**src/rtl/reg_pipe_pkg.sv**
```systemverilog
// Shared defaults and helpers for the reg_pipe register pipeline.
package reg_pipe_pkg;

    localparam int REG_PIPE_WIDTH = 8;
    localparam int REG_PIPE_DEPTH = 2;

    // Occupancy counter must represent 0..depth inclusive.
    function automatic int occ_width(input int depth);
        return $clog2(depth + 1);
    endfunction

endpackage

```
**src/rtl/reg_pipe_stage.sv**
```systemverilog
// One valid/data register of reg_pipe; loads on rdy, data only moves with a valid beat.
module reg_pipe_stage #(
    parameter int               WIDTH     = 8,
    parameter logic [WIDTH-1:0] RESET_VAL = '0
) (
    input  logic             clk,
    input  logic             reset_n,
    input  logic             clear,
    input  logic             rdy,
    input  logic             up_valid,
    input  logic [WIDTH-1:0] up_data,
    output logic             valid,
    output logic [WIDTH-1:0] data
);

    always_ff @(posedge clk) begin
        if (!reset_n || clear) begin
            valid <= 1'b0;
            data  <= RESET_VAL;
        end else if (rdy) begin
            valid <= up_valid;
            // Holding data across bubbles avoids toggling the wide register for nothing.
            if (up_valid) begin
                data <= up_data;
            end
        end
    end

endmodule

```
**src/rtl/reg_pipe.sv**
```systemverilog
// DEPTH-stage valid/ready register pipeline with collapsing bubbles; latency DEPTH cycles.
// Optional occupancy port/counter is built only when REG_PIPE_OCC_EN is defined.
module reg_pipe
    import reg_pipe_pkg::*;
#(
    parameter int               WIDTH     = REG_PIPE_WIDTH,
    parameter int               DEPTH     = REG_PIPE_DEPTH,
    parameter logic [WIDTH-1:0] RESET_VAL = '0
) (
    input  logic                            clk,
    input  logic                            reset_n,
    input  logic                            clear,
    input  logic                            in_valid,
    input  logic [WIDTH-1:0]                in_data,
    output logic                            in_ready,
    output logic                            out_valid,
    output logic [WIDTH-1:0]                out_data,
    input  logic                            out_ready
`ifdef REG_PIPE_OCC_EN
    ,
    output logic [occ_width(DEPTH)-1:0]     occ
`endif
);

    if (WIDTH < 1 || DEPTH < 1) begin : g_bad_param
        $error("reg_pipe: WIDTH and DEPTH must both be >= 1");
    end

    logic [DEPTH-1:0] v;
    logic [DEPTH-1:0] rdy;
    logic [WIDTH-1:0] d [DEPTH];

    for (genvar i = 0; i < DEPTH; i++) begin : g_stage
        logic             up_valid;
        logic [WIDTH-1:0] up_data;

        // Stage i can move unless it and every stage after it is full and the sink stalls.
        // This is the only input-to-output combinational path: out_ready -> in_ready,
        // an AND-reduction over the valid bits that grows with DEPTH.
        assign rdy[i] = out_ready | ~(&v[DEPTH-1:i]);

        if (i == 0) begin : g_head
            assign up_valid = in_valid;
            assign up_data  = in_data;
        end else begin : g_body
            assign up_valid = v[i-1];
            assign up_data  = d[i-1];
        end

        reg_pipe_stage #(
            .WIDTH     (WIDTH),
            .RESET_VAL (RESET_VAL)
        ) u_stage (
            .clk      (clk),
            .reset_n  (reset_n),
            .clear    (clear),
            .rdy      (rdy[i]),
            .up_valid (up_valid),
            .up_data  (up_data),
            .valid    (v[i]),
            .data     (d[i])
        );
    end

    assign in_ready  = rdy[0] & reset_n & ~clear;
    assign out_valid = v[DEPTH-1];
    assign out_data  = d[DEPTH-1];

`ifdef REG_PIPE_OCC_EN
    localparam int OCC_W = occ_width(DEPTH);

    logic in_xfer;
    logic out_xfer;

    assign in_xfer  = in_valid & in_ready;
    assign out_xfer = v[DEPTH-1] & out_ready;

    always_ff @(posedge clk) begin
        if (!reset_n || clear) begin
            occ <= '0;
        end else if (in_xfer && !out_xfer) begin
            occ <= occ + OCC_W'(1);
        end else if (out_xfer && !in_xfer) begin
            occ <= occ - OCC_W'(1);
        end
    end
`endif

endmodule

```
**config.mk**
```make
export PLATFORM = sky130hd
export DESIGN_NAME = reg_pipe
export DESIGN_NICKNAME = d
export VERILOG_FILES = /design/src/rtl/reg_pipe_pkg.sv /design/src/rtl/reg_pipe_stage.sv /design/src/rtl/reg_pipe.sv
export SDC_FILE = /design/constraint.sdc
export NUM_CORES = 1
export LEC_CHECK = 0
export BUFFER_PORTS_ARGS = -buffer_cell sky130_fd_sc_hd__buf_4
export CAP_MARGIN = 15
export CORE_AREA = 2 2 42 44
export DETAILED_ROUTE_END_ITERATION = 10
export DIE_AREA = 0 0 44 46
export GPL_ROUTABILITY_DRIVEN = 0
export PLACE_DENSITY = 0.78
export SLEW_MARGIN = 20
export SYNTH_ARGS = -nofsm -noshare
export SYNTH_HDL_FRONTEND = slang
export SYNTH_SLANG_ARGS = --single-unit
```
**constraint.sdc**
```tcl
create_clock -name clk -period 2.95 [get_ports clk]
set_input_delay 0.295 -clock clk [delete_from_list [all_inputs] [get_ports clk]]
set_output_delay 0.295 -clock clk [all_outputs]
set_load 0.005 [all_outputs]
```
# Word level (Yosys, flattened, before mapping)
# Cells that the tools add are included.
word_totals:
  reg_bits: 18
  inputBits: 13
  out_inout_bits: 10
  word_cells: 16
classes:
  bitwise_logic: 7
  reduce_logical: 5
op_table:
  columns: ["cell", "n"]
  rows:
  - ["$reduce_and A2 Y1", 3]
  - ["$not A1 Y1", 3]
  - ["$and A1 B1 Y1", 2]
  - ["$or A1 B1 Y1", 2]
  - ["$logic_not A1 Y1", 1]
  - ["$logic_or A1 B1 Y1", 1]

# Longest topological paths before layout
depth:
  ltp_word: 5
  depth_mapped: 4
  ltp_nobuf: 3

# By module
# Synthesis repeated with hierarchy kept, for this count alone.
unflattened:
  hier_cells: 85
  hier_area_um2: 855.8
by_module_without_submodules:
  columns: ["mod", "n_inst", "cells_per_inst", "area_each_um2", "seq_area_each_um2"]
  rows:
  - ["reg_pipe_stage", 2, 41, 410.4, 180.2]
  - ["reg_pipe", 1, 3, 35.0, 0.0]

# Worst setup path after synthesis
# OpenSTA, ideal clock, no wires.
synth_timing:
  kind: "input-to-output"
  start: "input clear"
  end: "output in_ready"
  t_arrival_ns: 0.856
  t_required_ns: 2.655
  setup_slack_ns: 1.799
  cell_stages: 4
  path_cell_list: "nand2b_1 buf_2 buf_6 nor2_1"
synth_between:
  elab_chain_len: 2
synth_lines:
  columns: ["item", "line_no", "source"]
  rows:
  - ["start: declaration", "reg_pipe.sv:12", "input logic clear,"]
  - ["$not A1 Y1", "reg_pipe.sv:65", "assign in_ready = rdy[0] & reset_n & ~clear;"]
  - ["$and A1 B1 Y1", "reg_pipe.sv:65", null]
  - ["end: declaration", "reg_pipe.sv:15", "output logic in_ready,"]
# No other way between the ends.

# Final worst setup path
layout_timing:
  start: "register g_stage[0].u_stage.valid"
  end: "output in_ready"
layout_between:
  elab_chain_len: 5
layout_lines:
  columns: ["item", "line_no", "source"]
  rows:
  - ["start: declaration", "reg_pipe_stage.sv:12", "output logic valid,"]
  - ["start signal: assignment", "reg_pipe_stage.sv:21", "valid <= up_valid;"]
  - ["$reduce_and A2 Y1", "reg_pipe.sv:40", "assign rdy[i] = out_ready | ~(&v[DEPTH-1:i]);"]
  - ["$not A1 Y1", "reg_pipe.sv:40", null]
  - ["$or A1 B1 Y1", "reg_pipe.sv:40", null]
  - ["$and A1 B1 Y1 (2 in a row)", "reg_pipe.sv:65", null]
# No other way between the ends.

==> impl_metrics.yaml <==
power:
  leakagePower_nw: 0.353
  cellPowerDensity_nw_per_um2: 428
  vdd_ir_drop_max_uv: 232
  power_mw: 0.402
routing:
  antenna_left: 0
  remaining_drc_errors: 0
  drt_iter0_drc: 6
  first_pass_iters: 3
  viasPerCell: 5.34
  vias: 636
  wl_um: 1400
  wire_per_inst_um: 11.7
place:
  dp_cells: 116
  dp_hpwl_um: 1060
  numPortBuffers: 22
synthesis:
  synth_warnings: 0
  synth_area_um2: 767
  postSynthAreaPerCell_um2: 9.35
  ys_ff_latch: 18
  synth_seq_area_share: 0.470
  synth.distinct_cells: 15
  syn_inst: 82
  syn_nets: 95
final_layout:
  final_cell_mix: "buf_4, dfxtp_1, nand3_1"
  layout-drive-gt1-share: 0.441
  area_growth_pct: 22.3
  nFillCells: 167
  mostFrequentLayoutCell: "buf_4"
  antennaDiodeCount: 0
  fin_cells: 119
  seqCellArea_um2: 360
  fin_nets: 117
  multi_input_area_um2: 354
worst_setup_path:
  path_max_fanout: 11
  r2r-end: "g_stage[0].u_stage.data[7]"
  arrival_ns: 1.56
  crit_buf_inv: 1
  r2r_slack_ns: 1.60
  crit_chain: "and3b_1 -> nor2_1 -> buf_4"
  r2r_start: "g_stage[0].u_stage.valid"
  crit_slowest_cell: "dfxtp_1"
  crit_type: "reg2out"
  crit_path_start_kind: "flop"
  max_stage_delay_ns: 0.54
  worstPathRequired_ns: 2.65
  r2r_cells: 3
  end_kind: "output port"
  crit_family: "simple AND/OR/NAND/NOR gates"
grt:
  grt_pass1_wl_um: 2290
  overflow: 0
  antenna_found_initial: 0
  grt_pass1_vias: 561
  grt_max_degree: 20
  track_usage: 0.156
cts:
  cts_setup_buffers: 0
  ctsResizeCount: 0
  cts_root_buf: "clkbuf_4"
  postCtsHoldBufs: 0
  htreeDepth: 1
  clockBufferDepth: 2
  cts_tree: "built"
  cts_buffers: 3
  clk_pin_slew_ns: 0.09
  clk_latency_ns: 0.28
  cts.sink_count: 18
hold_path:
  hold_path_end: "g_stage[0].u_stage.data[4]"
  min_path_type: "in2reg"
  hold_depth: 3
  min_from: "in_data[4]"
die:
  dieArea_um2: 2020
  die-width_um: 44
  start_util: 0.475
  rows: 15
  die-height_um: 46
  num_io_pins: 23
  core_area_um2: 1610
sta:
  relSlewSlack: 0.695
  tightestPinTransition_ns: 0.458
  rsz0062_at_grt: "no"
  timing.final.crit_share: 0.628
  final-hold-violation-count: 0
  fin_crit_ns: 1.85
  fmax_mhz: 540
  final_max_slew_viol_count: 0
  finClkSkew_ns: 0.00406
  finalSetupTns_ns: 0
  setup_violations: 0
status:
  status: "finished clean"
flow_run:
  cap_violations: 0
==> logic make-up after synthesis <==
logic type             after synthesis  synth area share
buffers and inverters                8            0.0685
DFF                                 18             0.470
AOI/OAI and AO/OA                   34             0.300
and+or+nand+nor                     22             0.162
==> cells in the mapped netlist <==
cell type,n,area share
nand3b_2,1,0.015
buf_4,1,0.0098
o21ai_2,8,0.091
inv_2,2,0.0098
and2b_1,1,0.0098
a21oi_2,8,0.091
dfxtp_1,18,0.47
nor2_1,1,0.0049
and3b_1,1,0.011
nand2b_1,2,0.016
buf_2,3,0.020
a21oi_1,10,0.065
o21ai_0,8,0.052
buf_6,2,0.029
nand3_1,16,0.10
==> where the power goes <==
part           internal (mW)  switching, mW
clock network         0.0473         0.0649
logic                 0.0193         0.0186
registers              0.247        0.00451
==> cell type report <==
| cell class | instances | share of cell area |
|---|---|---|
| multi-input combinational | 56 | 0.377 |
| inverter | 2 | 0.00800 |
| timing repair buffer | 23 | 0.184 |
| sequential | 18 | 0.384 |
| clock buffer | 3 | 0.0240 |
| tap | 17 | 0.0227 |
==> flip-flops by register name (all words and copies together) (netlist names) <==
signal / count
g_stage.u_stage.valid: 2
g_stage.u_stage.data: 16
==> layer usage <==
metal | GRT usage | share of wire | vias up
met4 | 0.0909 | 0.014 | 0
met5 | 0 | 0 | -
met1 | 0.194 | 0.45 | 277
li1 | - | - | 336
met3 | 0.0357 | 0.052 | 4
met2 | 0.247 | 0.48 | 19
==> worst max-delay path by stage <==
| stage | start | end | cells after the start |
|---|---|---|---|
| finish | g_stage[0].u_stage.valid | in_ready | 3 |
| global route | g_stage[0].u_stage.valid | in_ready | 3 |
| CTS | g_stage[0].u_stage.valid | in_ready | 3 |
| detailed placement | g_stage[0].u_stage.valid | in_ready | 3 |
| global placement | g_stage[0].u_stage.valid | in_ready | 3 |
| floorplan | clear | in_ready | 4 |
==> tightest hold or removal path, delay by kind of cell <==
kind,cells,cell delay [ns]
buffers and inverters,1,0.11
AND/OR/NAND/NOR,1,0.07
AO/OA/AOI/OAI,1,0.05
==> stage by stage <==
step	setup slack [ns]	area, µm²	hold slack (ns)	util
after global routing	0.984	938	0.274	0.581
after global placement	1.45	916	0.460	0.567
after floorplan	1.80	767	0.447	-
after CTS	1.07	938	0.269	0.581
after detailed placement	1.40	916	0.463	0.567
final	1.10	938	0.274	0.581
No activity file was read; power rests on OpenSTA's default activity.
